[src/rtl/spi_reg_ctrl_pkg.sv]
// Shared types and constants for the SPI command sequencer / register file.
package spi_ctrl_pkg;

  // Frame sequencer states.
  typedef enum logic [1:0] {
    ST_IDLE  = 2'd0,
    ST_CMD   = 2'd1,
    ST_WRITE = 2'd2,
    ST_READ  = 2'd3
  } ctrl_state_e;

  // Command byte bit that selects a write frame.
  localparam int          CMD_WR_BIT     = 7;
  // Byte shifted out to the master while it sends the command byte.
  localparam logic [7:0]  DEFAULT_STATUS = 8'hA5;
  // Filler byte shifted out during write frames.
  localparam logic [7:0]  IDLE_FILL      = 8'h00;

  // True when a command byte requests a write frame.
  function automatic logic is_write_cmd(input logic [7:0] cmd);
    return cmd[CMD_WR_BIT];
  endfunction

endpackage

[src/rtl/spi_reg_ctrl_if.sv]
// Byte-level handshake between the SPI slave shifter and the command sequencer.
interface spi_reg_ctrl_if;
  logic [7:0] rx_byte;   // byte received from the master
  logic       rx_valid;  // one-cycle pulse, rx_byte valid
  logic [7:0] tx_byte;   // next byte to shift out
  logic       tx_load;   // one-cycle preload strobe

  // Shifter side: produces received bytes, consumes preloads.
  modport master (
    output rx_byte,
    output rx_valid,
    input  tx_byte,
    input  tx_load
  );

  // Sequencer side: consumes received bytes, produces preloads.
  modport slave (
    input  rx_byte,
    input  rx_valid,
    output tx_byte,
    output tx_load
  );
endinterface

[src/rtl/spi_reg_ctrl_cs_sync_edge.sv]
// Chip-select synchronizer with registered rise/fall pulses.
// The edge register compares the two synchronizer stages, so the fall pulse
// is valid two clocks after the pad changes and the sequencer can preload
// on the third.
module cs_sync_edge (
  input  logic clk,
  input  logic rst,
  input  logic cs_i,
  output logic cs_sync_o,
  output logic rise_o,
  output logic fall_o
);

  logic sync1_q;
  logic sync2_q;
  logic rise_q;
  logic fall_q;

  // Two-flop synchronizer and edge pulses; reset to deselected (cs high).
  always_ff @(posedge clk) begin
    if (rst) begin
      sync1_q <= 1'b1;
      sync2_q <= 1'b1;
      rise_q  <= 1'b0;
      fall_q  <= 1'b0;
    end else begin
      sync1_q <= cs_i;
      sync2_q <= sync1_q;
      rise_q  <= ~sync2_q &  sync1_q;
      fall_q  <=  sync2_q & ~sync1_q;
    end
  end

  assign cs_sync_o = sync2_q;
  assign rise_o    = rise_q;
  assign fall_o    = fall_q;

endmodule

[src/rtl/spi_reg_ctrl.sv]
// Command sequencer and register file behind the SPI slave byte interface.
// First byte of each frame is a command: bit 7 selects write, the low
// address bits give the start register; the address auto-increments and
// wraps modulo NREGS.
//
// state    | meaning
// ---------+---------------------------------------------------------
// ST_IDLE  | deselected, waiting for a cs falling edge
// ST_CMD   | status byte preloaded, waiting for the command byte
// ST_WRITE | storing each received byte at addr, preloading filler
// ST_READ  | discarding received bytes, preloading reg[addr]
module spi_reg_ctrl
  import spi_ctrl_pkg::*;
#(
  parameter int         NREGS       = 16,
  parameter logic [7:0] STATUS_BYTE = DEFAULT_STATUS,
  localparam int        ADDR_W      = $clog2(NREGS)
) (
  input  logic                clk,
  input  logic                rst,
  input  logic                cs,
  spi_reg_ctrl_if.slave       spi,
  output logic [8*NREGS-1:0]  regs_o,
  output logic                wr_strobe,
  output logic [ADDR_W-1:0]   wr_addr,
  output logic                irq,
  input  logic                irq_clr
);

  ctrl_state_e         state_q;
  logic [7:0]          regs_q [NREGS];
  logic [ADDR_W-1:0]   addr_q;
  logic [7:0]          tx_byte_q;
  logic                tx_load_q;
  logic                wr_strobe_q;
  logic [ADDR_W-1:0]   wr_addr_q;
  logic                irq_q;
  logic                wrote_q;

  logic                cs_sync;
  logic                cs_rise;
  logic                cs_fall;
  logic [ADDR_W-1:0]   cmd_addr;
  logic                write_now;

  cs_sync_edge u_cs_sync (
    .clk       (clk),
    .rst       (rst),
    .cs_i      (cs),
    .cs_sync_o (cs_sync),
    .rise_o    (cs_rise),
    .fall_o    (cs_fall)
  );

  assign cmd_addr  = spi.rx_byte[ADDR_W-1:0];
  assign write_now = (state_q == ST_WRITE) && spi.rx_valid;

  // Frame sequencer, register file and interrupt; all outputs registered.
  always_ff @(posedge clk) begin
    if (rst) begin
      state_q     <= ST_IDLE;
      addr_q      <= '0;
      tx_byte_q   <= IDLE_FILL;
      tx_load_q   <= 1'b0;
      wr_strobe_q <= 1'b0;
      wr_addr_q   <= '0;
      irq_q       <= 1'b0;
      wrote_q     <= 1'b0;
      for (int k = 0; k < NREGS; k++) begin
        regs_q[k] <= 8'h00;
      end
    end else begin
      tx_load_q   <= 1'b0;
      wr_strobe_q <= 1'b0;
      if (irq_clr) begin
        irq_q <= 1'b0;
      end

      case (state_q)
        ST_IDLE: begin
          if (cs_fall) begin
            state_q   <= ST_CMD;
            tx_byte_q <= STATUS_BYTE;
            tx_load_q <= 1'b1;
          end
        end
        ST_CMD: begin
          if (spi.rx_valid) begin
            tx_load_q <= 1'b1;
            if (is_write_cmd(spi.rx_byte)) begin
              state_q   <= ST_WRITE;
              addr_q    <= cmd_addr;
              tx_byte_q <= IDLE_FILL;
            end else begin
              state_q   <= ST_READ;
              addr_q    <= cmd_addr + ADDR_W'(1);
              tx_byte_q <= regs_q[cmd_addr];
            end
          end
        end
        ST_WRITE: begin
          if (spi.rx_valid) begin
            regs_q[addr_q] <= spi.rx_byte;
            wr_strobe_q    <= 1'b1;
            wr_addr_q      <= addr_q;
            addr_q         <= addr_q + ADDR_W'(1);
            wrote_q        <= 1'b1;
            tx_byte_q      <= IDLE_FILL;
            tx_load_q      <= 1'b1;
          end
        end
        ST_READ: begin
          if (spi.rx_valid) begin
            tx_byte_q <= regs_q[addr_q];
            addr_q    <= addr_q + ADDR_W'(1);
            tx_load_q <= 1'b1;
          end
        end
        default: state_q <= ST_IDLE;
      endcase

      // Frame end overrides the byte handling above: a byte arriving in the
      // same cycle is still stored, but nothing more is preloaded.
      if (state_q != ST_IDLE && cs_rise) begin
        state_q   <= ST_IDLE;
        tx_load_q <= 1'b0;
        wrote_q   <= 1'b0;
        if (wrote_q || write_now) begin
          irq_q <= 1'b1;
        end
      end
    end
  end

  // Flatten the register file for fabric consumers.
  for (genvar k = 0; k < NREGS; k++) begin : g_flat
    assign regs_o[8*k +: 8] = regs_q[k];
  end

  assign spi.tx_byte = tx_byte_q;
  assign spi.tx_load = tx_load_q;
  assign wr_strobe   = wr_strobe_q;
  assign wr_addr     = wr_addr_q;
  assign irq         = irq_q;

  logic unused_cs_sync;
  assign unused_cs_sync = cs_sync;

endmodule

[src/flat_wrapper.sv]
// flat-port wrapper written by rule: the top's interface ports become plain ports
module spi_reg_ctrl_flat import spi_ctrl_pkg::*;
#(
  parameter int         NREGS       = 16,
  parameter logic [7:0] STATUS_BYTE = DEFAULT_STATUS,
  localparam int        ADDR_W      = $clog2(NREGS)
)
  (clk, rst, cs, regs_o, wr_strobe, wr_addr, irq, irq_clr, spi_rx_byte, spi_rx_valid, spi_tx_byte, spi_tx_load);
  spi_reg_ctrl_if spi_i ();
  input  logic clk;
  input  logic rst;
  input  logic cs;
  output logic [8*NREGS-1:0] regs_o;
  output logic wr_strobe;
  output logic [ADDR_W-1:0] wr_addr;
  output logic irq;
  input  logic irq_clr;
  input wire logic [$bits(spi_i.rx_byte)-1:0] spi_rx_byte;
  input wire logic [$bits(spi_i.rx_valid)-1:0] spi_rx_valid;
  output wire logic [$bits(spi_i.tx_byte)-1:0] spi_tx_byte;
  output wire logic [$bits(spi_i.tx_load)-1:0] spi_tx_load;
  assign spi_i.rx_byte = spi_rx_byte;
  assign spi_i.rx_valid = spi_rx_valid;
  assign spi_tx_byte = spi_i.tx_byte;
  assign spi_tx_load = spi_i.tx_load;
  spi_reg_ctrl #(.NREGS(NREGS), .STATUS_BYTE(STATUS_BYTE)) u_core (.clk(clk), .rst(rst), .cs(cs), .spi(spi_i), .regs_o(regs_o), .wr_strobe(wr_strobe), .wr_addr(wr_addr), .irq(irq), .irq_clr(irq_clr));
endmodule
[config.mk]
export PLATFORM = sky130hd
export DESIGN_NAME = spi_reg_ctrl_flat
export DESIGN_NICKNAME = d
export VERILOG_FILES = /design/src/rtl/spi_reg_ctrl_pkg.sv /design/src/rtl/spi_reg_ctrl_if.sv /design/src/rtl/spi_reg_ctrl_cs_sync_edge.sv /design/src/rtl/spi_reg_ctrl.sv /design/src/flat_wrapper.sv
export SDC_FILE = /design/constraint.sdc
export NUM_CORES = 1
export LEC_CHECK = 0
export ABC_AREA = 1
export CORE_MARGIN = 2
export CORE_UTILIZATION = 53
export CTS_CLUSTER_DIAMETER = 200
export DETAILED_ROUTE_END_ITERATION = 6
export PLACE_DENSITY_LB_ADDON = 0.25
export SLEW_MARGIN = 15
export SYNTH_ARGS = -nofsm -noshare
export SYNTH_HDL_FRONTEND = slang
export SYNTH_SLANG_ARGS = --single-unit
[constraint.sdc]
create_clock -name clk -period 2 [get_ports clk]
set_input_delay 0.4 -clock clk [delete_from_list [all_inputs] [get_ports clk]]
set_output_delay 0.4 -clock clk [all_outputs]
set_load 0.1 [all_outputs]
==> run summary <==
Leak Pwr -> 5.518 nW
Fin. Hold Viols -> 0
worst skew pair latency -> 0.44 ns
root buffer cell -> clkbuf_16
M1 GR Usage -> 45.28%
Max VDD drop -> 0.5976 mV
Max H-tree Level -> 4
min-delay worst type -> flop to flop
vias per cell -> 5.615
gr busiest metal -> met2
register clock-pin slew on the reported worst setup and hold paths -> 0.06 ns
Worst Setup Start Kind -> input pin
TritonCTS clock tree -> yes
area leader, netlist -> edfxtp_1
top cell type's share of synthesized area -> 43.96%
Hold WS -> 0.4215 ns
outcome -> completed
post-DR wirelength/cell -> 18.49 um
Syn Nets -> 1179
Yosys warning count -> 0
input/output buffers -> 155
worst-path fanout max -> 8
Netlist cell types -> 26
Iter 0 DRT Violations -> 1359
Worst Skew -> 0.008176 ns
Max-Cap Viols -> 0
Final Wtd Congestion -> 0.9251
WL final -> 29.29 mm
Via Count -> 8894
fin worst setup slack -> 0.1229 ns
met3 usage -> 6.743%
total power -> 9.077 mW
Die Ht -> 132.4 um
Worst Max-Slew Pin Slew -> 0.5535 ns
Max Slew Vio Count -> 0
minimum clock period -> 1.877 ns
hold buffers post-CTS -> 0
number of CTS-inserted buffers -> 17
critical path arrival -> 1.99 ns
first-pass GRT wire length -> 44.27 mm
Post-synth EDFFs -> 128
CTS-repair resized insts -> 0
detailed-placement wirelength estimate -> 20.81 mm
sequential-to-total area share from yosys stat -> 50.83%
GRT overflow -> 0
Mapped Avg Cell Area -> 7.531 um^2
Commonest cells post-synth -> nand2_1, nand3_1, inv_1
share of layout cells above drive strength 1 -> 21.13%
num ports -> 156
largest net degree at the start of global routing -> 50
core footprint -> 16000 um^2
area grow syn2layout -> 30.54%
initial antenna violation count -> 0
final core utilization -> 71.33%
Critical path origin -> spi_rx_valid
commonest register cell after synthesis -> edfxtp_1
#FFs+latches synth -> 158
Setup WS pre-CTS -> -0.2918 ns
Die W -> 132.4 um
HP Start -> u_core.u_cs_sync.cs_sync_o$_SDFF_PP1_
total iterations of the first detailed-routing run -> 6
nets@finish -> 1373
DRC Markers -> 0
vias in the first global route -> 8143
final worst-path cycle share -> 93.85%
Initial Util -> 54.64%
Rows -> 46
Synth area leaders -> edfxtp_1, nand2_1, nand3_1
mapped cell area -> 8743 um^2
n_diodes -> 0
Async S/R FF share, synth -> 0%
met2 Use GR -> 51.53%
Setup CP Type -> input pin to flop
Routed Antenna Nets -> 0
RR Startpoint -> u_core.state_q[1]$_SDFFE_PP0P_
die area -> 17540 um^2
GRT Overall Usage -> 33.04%
CP Capture Type -> flop
Power Dens Cells -> 795.3 nW/um^2
clock buffer depth -> 2
Rel. slew slack -> 63.06%
top achievable clock speed -> 0.5327 GHz
TritonCTS sink count -> 158
final setup violation count -> 0
most common cell in the netlist -> nand2_1
RSZ-0062 raised after global routing -> false
Req. time, crit path -> 2.11 ns
Post-Syn Instances -> 1161
postcts setup bufs -> 0
==> state kept, by name, indices dropped and copies added (netlist names), named ones only <==
signal	flops
u_core.wr_addr	4
u_core.regs_q	128
u_core.spi.tx_byte	8
u_core.u_cs_sync.cs_sync_o	1
u_core.wr_strobe	1
u_core.u_cs_sync.fall_o	1
u_core.spi.tx_load	1
u_core.u_cs_sync.rise_o	1
u_core.wrote_q	1
u_core.addr_q	4
u_core.irq	1
u_core.state_q	2
u_core.u_cs_sync.sync1_q	1
==> per-layer routing <==
metal / share of wire (%) / vias to the layer above
met3: 11 / 101
li1: - / 4077
met5: 0 / -
met1: 39 / 4105
met2: 45 / 611
met4: 4.0 / 0
==> final cells by class <==
cell class / instances / area (um^2)
Sequential cell: 158 / 4446
Clock inverter: 11 / 141.4
Timing Repair Buffer: 242 / 2092
Clock buffer: 21 / 440.4
Fill cell: 1306 / 4587
Tap cell: 216 / 270.3
Multi-Input combinational cell: 763 / 3374
Inverter: 173 / 649.4
==> power breakdown <==
part / total, mW / switching [mW] / internal [mW]
Sequential: 3.77 / 0.0995 / 3.67
Combinational: 2.03 / 1.53 / 0.499
Clock: 3.28 / 1.32 / 1.96
==> critical path, stage by stage <==
cell and delay (ns):
clkdlybuf4s50_1 0.45, inv_1 0.07, nor3_4 0.15, inv_2 0.05
nor2_2 0.12, inv_2 0.12, nor2_4 0.26, nand2_2 0.11
nand2_1 0.26
==> worst paths after layout <==
kind,end,slack [ns],cells after the start
worst max-delay path,u_core.regs_q[10][1]$_SDFFCE_PN0P_,0.12,9
worst min-delay path,u_core.u_cs_sync.rise_o$_SDFF_PP0_,0.42,1
worst max register to register,u_core.regs_q[10][1]$_SDFFCE_PN0P_,0.13,8
worst min register to register,u_core.u_cs_sync.rise_o$_SDFF_PP0_,0.42,1
==> per-stage QoR <==
stage	instance area, um^2	setup TNS (ns)	cells
after CTS	11410	0	1584
after detailed placement	10830	-37.18	1552
after global routing	11410	0	1584
after global placement	10830	-27.03	1552
after floorplan	8743	0	1161
final	11410	0	1584
==> cells in the final DEF, fill, tap and decap left out, types with 5 or more instances in the layout <==
cell	instances
nand2_1	315
nand3_1	223
buf_4	210
inv_1	165
nor2_1	149
edfxtp_1	128
dfxtp_1	29
o21ai_0	20
buf_12	20
clkbuf_16	17
nand2_2	16
clkdlybuf4s50_1	11
o211ai_1	9
a21oi_1	9
inv_2	6
ha_1	5
==> cells by family after synthesis <==
kind of cell / count (synthesis) / synth area share, %
xor gates and xnor gates: 1 / 0.1002
DFF: 158 / 50.83
AOI/OAI and AO/OA: 44 / 2.905
and+or+nand+nor: 713 / 34.87
adders and majority gates: 5 / 0.7155
buffers and inverters: 240 / 10.58
Note: power is estimated with default switching activity, not from simulation.
==> variant 1 (same flow settings) <==
Register the output `regs_o`; this adds one clock of latency there. The other outputs are not delayed to match.
--- a/src/rtl/spi_reg_ctrl.sv
+++ b/src/rtl/spi_reg_ctrl.sv
@@ -28,2 +28,4 @@
 );
+
+  logic [8*NREGS-1:0] regs_d;
 
@@ -136,3 +138,3 @@
   for (genvar k = 0; k < NREGS; k++) begin : g_flat
-    assign regs_o[8*k +: 8] = regs_q[k];
+    assign regs_d[8*k +: 8] = regs_q[k];
   end
@@ -148,2 +150,6 @@
 
+  always_ff @(posedge clk) begin
+    regs_o <= regs_d;
+  end
+
 endmodule
Function: changed (Yosys sat finds a counterexample within 10 cycles, from zero or initial values and one cycle with rst high).
==> variant 1 against the original RTL <==
Clock power rose by 51%; final area rose by 26%; clock skew rose by 0.0048 ns; power rose by 48%; cell count rose by 12%; worst setup slack improved by 0.035 ns; wire length rose by 11%; die area rose by 30%; critical path type is now reg2reg; sequential cell count rose by 128; synthesized area rose by 31%; count of clock-buffer cells in the layout rose by 23; synthesized cell count rose by 11%.
==> variant 1: results (changes against the original RTL) <==
- Critical Path Max Stage Delay: 0.37 ns (was 0.45 ns)
- Cell area after placement: 13520 sq um (was 10830 sq um)
- Cell total after placement: 1727 (was 1552)
- Vias in the first global route: 8831 (was 8143)
- Initial drt markers: 959 (was 1359)
- Tcrit/Tclk final: 92.09% (was 93.85%)
- VDD IR max: 0.7949 mV (was 0.5976 mV)
- Switching pwr: 3734 uW (was 2954 uW)
- Longest Clk Path Bufs: 3 (was 2)
- Final nets: 1499 (was 1373)
- Share of cells above drive strength 1: 20.19% (was 21.13%)
- Status: complete, no violations (unchanged)
- Largest net degree at the start of global routing: 68 (was 50)
- Worst rel slew slack: 63.48% (was 63.06%)
- Post-synth top cells: nand2_1, nand3_1, inv_1 (unchanged)
- GPL Wtd Cong: 0.9457 (was 0.9251)
- Num CTS Buffers: 27 (was 17)
- Slowest CP cell: dfxtp_1 (was clkdlybuf4s50_1)
- Reg area: 7008 sq um (was 4446 sq um)
- DP Wirelength: 23220 microns (was 20810 microns)
- Post-CTS Resized: 0 (unchanged)
- Layout Cells excl Fill: 1776 (was 1584)
- Place WS: -0.2647 ns (was -0.2918 ns)
- Layout fillers: 1631 (was 1306)
- Cells after Synth: 1287 (was 1161)
- Max FO, Critical Path: 8 (unchanged)
- Met3 Usage GRT: 3.675% (was 6.743%)
- Synth area leaders: edfxtp_1, dfxtp_1, nand2_1 (was edfxtp_1, nand2_1, nand3_1)
- Synth warnings: 0 (unchanged)
- Global-route wire length before repair: 48790 microns (was 44270 microns)
- Vias: 9415 (was 8894)
- Clock skew: 0.01302 ns (was 0.008176 ns)
- Unique masters post-synth: 30 (was 26)
- CTS H-tree depth: 1 (was 4)
- Routing usage on met2: 47.16% (was 51.53%)
- M1 GR Usage: 39.40% (was 45.28%)
- Routed WL: 32530 microns (was 29290 microns)
- Clock Latency Late Sink: 0.53 ns (was 0.44 ns)
- Ys flop type: dfxtp_1 (was edfxtp_1)
- Antenna diode instance count: 0 (unchanged)
==> variant 1: path summary, 6_finish.rpt <==
check                           slack, ns  cells past startpoint                         startpoint                                  to
worst max-delay path                 0.16                      8     u_core.state_q[1]$_SDFFE_PP0P_  u_core.regs_q[12][6]$_SDFFCE_PN0P_
worst min-delay path                 0.37                      0  u_core.regs_q[3][6]$_SDFFCE_PN0P_                  regs_o[30]$_DFF_P_
worst min register to register       0.37                      0  u_core.regs_q[3][6]$_SDFFCE_PN0P_                  regs_o[30]$_DFF_P_
worst max register to register       0.16                      8     u_core.state_q[1]$_SDFFE_PP0P_  u_core.regs_q[12][6]$_SDFFCE_PN0P_
==> variant 1: per-layer routing <==
layer	routed length [microns]	share of wire (%)
met2	15300	47
met4	1073	3.3
met5	0	0
met1	13550	42
met3	2611	8.0
==> variant 1: area by class of cell <==
class,instances,area share [%]
sequential,286,48.71
clock inverter,5,0.3479
timing repair buffer,232,13.76
clock buffer,44,5.705
inverter,175,4.601
multi-input combinational,759,24.48
tap,275,2.392
==> variant 1: power by group through the flow <==
stage	Clock, uW	Sequential, uW	Combinational (uW)
floorplan	0	7320	644
global placement	0	6560	2020
detailed placement	0	6560	2030
CTS	5020	6440	2040
global route	5270	6460	2150
finish	4960	6440	2050
==> variant 1: kinds of logic (layout without fill, tap and decap cells) <==
kind of cell | Yosys count | after routing | synth area share (%)
and+or+nand+nor | 709 | 709 | 27.79
DFF | 286 | 286 | 61.08
buffers and inverters | 242 | 456 | 8.223
AOI/OAI and AO/OA | 43 | 43 | 2.214
adders and majority gates | 5 | 5 | 0.5453
xor gates and xnor gates | 2 | 2 | 0.1527
==> variant 2 (same settings) <==
Without the edit above. `NREGS` is set to 16 in 2 places; all go to 8.
--- a/src/rtl/spi_reg_ctrl.sv
+++ b/src/rtl/spi_reg_ctrl.sv
@@ -14,3 +14,3 @@
 #(
-  parameter int         NREGS       = 16,
+  parameter int         NREGS       = 8,
   parameter logic [7:0] STATUS_BYTE = DEFAULT_STATUS,
--- a/src/flat_wrapper.sv
+++ b/src/flat_wrapper.sv
@@ -3,3 +3,3 @@
 #(
-  parameter int         NREGS       = 16,
+  parameter int         NREGS       = 8,
   parameter logic [7:0] STATUS_BYTE = DEFAULT_STATUS,
Ports: changed (resized regs_o and wr_addr); port bits go from 156 to 91. No check against the original RTL was run, so the function may have changed too.
==> variant 2 against the original RTL <==
Synthesized area decreased by 45%; power decreased by 51%; non-clock buffer count decreased by 114; largest power group unchanged; fmax decreased by 0.47%; final area decreased by 47%; highest routed layer unchanged; count of clock-buffer cells in the layout decreased by 10; first-iteration DRC count decreased by 69%; wire length decreased by 49%; critical path depth decreased by 2; sequential cell count decreased by 67; worst setup slack got worse by 0.0088 ns.
==> variant 2: results (changes against the original RTL) <==
- Status: complete, no violations (unchanged)
- Crit path DAT: 1.92 ns (was 1.99 ns)
- Layout fillers: 736 (was 1306)
- RR Endpoint: u_core.regs_q[5][6]$_SDFFCE_PN0P_ (was u_core.regs_q[10][1]$_SDFFCE_PN0P_)
- Initial drt markers: 422 (was 1359)
- VDD IR max: 0.5061 mV (was 0.5976 mV)
- Sequential area share after synthesis: 51.12% (was 50.83%)
- Yosys top cell area share: 39.90% (was 43.96%)
- Worst-Margin Slew: 0.5442 ns (was 0.5535 ns)
- DP Wirelength: 10960 microns (was 20810 microns)
- Routed WL: 14930 microns (was 29290 microns)
- Synth Net Count: 644 (was 1179)
- Global-route wire length before repair: 23360 microns (was 44270 microns)
- EDFF count, synth: 64 (was 128)
- WHS: 0.4352 ns (was 0.4215 ns)
- Routing usage on met2: 47.61% (was 51.53%)
- Fin crit period: 1.886 ns (was 1.877 ns)
- Clock Latency Late Sink: 0.36 ns (was 0.44 ns)
- Leak: 0.003044 uW (was 0.005518 uW)
- Drt first pass iters: 5 (was 6)
- Clock skew: 0.008014 ns (was 0.008176 ns)
- Share of cells above drive strength 1: 20.19% (was 21.13%)
- Via density: 5.558 (was 5.615)
- Met3 Usage GRT: 5.200% (was 6.743%)
- Biggest register: u_core.regs_q (unchanged)
- Num CTS Buffers: 9 (was 17)
- Vias: 4730 (was 8894)
- Reg2reg path depth: 6 (was 8)
- Place WS: -0.2498 ns (was -0.2918 ns)
- Mapped Avg Cell Area: 7.658 sq um (was 7.531 sq um)
- Largest net degree at the start of global routing: 22 (was 50)
- Post-synth top cells: nand2_1, nand3_1, inv_1 (unchanged)
- Max reg flops: 64 (was 128)
- Vias in the first global route: 4463 (was 8143)
- Port bufs: 90 (was 155)
## variant 2: kinds of logic (layout without fill, tap and decap cells)
family          Yosys count  in the layout  synth area share [%]
compound gates           27             27                 2.961
buf+inv                 134            248                 11.01
simple gates            374            374                 34.21
xor+xnor                  1              1                0.1819
flops                    91             91                 51.12
fa+ha+maj                 2              2                0.5194
## variant 2: critical path, cell delays in order
cell,delay [ns]
clkdlybuf4s50_1,0.49
inv_1,0.08
nor3_4,0.22
nand3_1,0.15
inv_2,0.21
nand2_2,0.08
nand2_1,0.28
## variant 2: worst min-delay path by stage
stage | end | from | cells after the start
final | u_core.u_cs_sync.rise_o$_SDFF_PP0_ | u_core.u_cs_sync.cs_sync_o$_SDFF_PP1_ | 1
after global routing | u_core.u_cs_sync.rise_o$_SDFF_PP0_ | u_core.u_cs_sync.cs_sync_o$_SDFF_PP1_ | 1
after CTS | u_core.u_cs_sync.rise_o$_SDFF_PP0_ | u_core.u_cs_sync.cs_sync_o$_SDFF_PP1_ | 1
after detailed placement | u_core.u_cs_sync.rise_o$_SDFF_PP0_ | u_core.u_cs_sync.cs_sync_o$_SDFF_PP1_ | 1
after global placement | u_core.u_cs_sync.rise_o$_SDFF_PP0_ | u_core.u_cs_sync.cs_sync_o$_SDFF_PP1_ | 1
after floorplan | u_core.u_cs_sync.rise_o$_SDFF_PP0_ | u_core.u_cs_sync.cs_sync_o$_SDFF_PP1_ | 1
## variant 2: layer usage
metal / up-vias / routed length (microns) / share of wire (%)
met2: 278 / 6783 / 45
met3: 33 / 1359 / 9.1
li1: 2202 / - / -
met4: 0 / 489 / 3.3
met5: - / 0 / 0
met1: 2217 / 6294 / 42
## variant 2: cell type report
cell class,instances,area share (%)
clock buffer,11,2.507
clock inverter,5,0.5595
inverter,104,6.465
multi-input combinational,404,30.21
sequential,91,40.78
tap,108,2.238
timing repair buffer,128,17.24
## variant 2: through the flow
stage	instance area, sq um	setup TNS, ns
after floorplan	4817	0
final	6038	0
after global placement	5853	-9.471
after global routing	6038	0
after detailed placement	5853	-14.80
after CTS	6038	0
## variant 2: where the power goes
part	internal (uW)	switching [uW]
Clock	524	679
Sequential	2080	55.5
Combinational	253	839
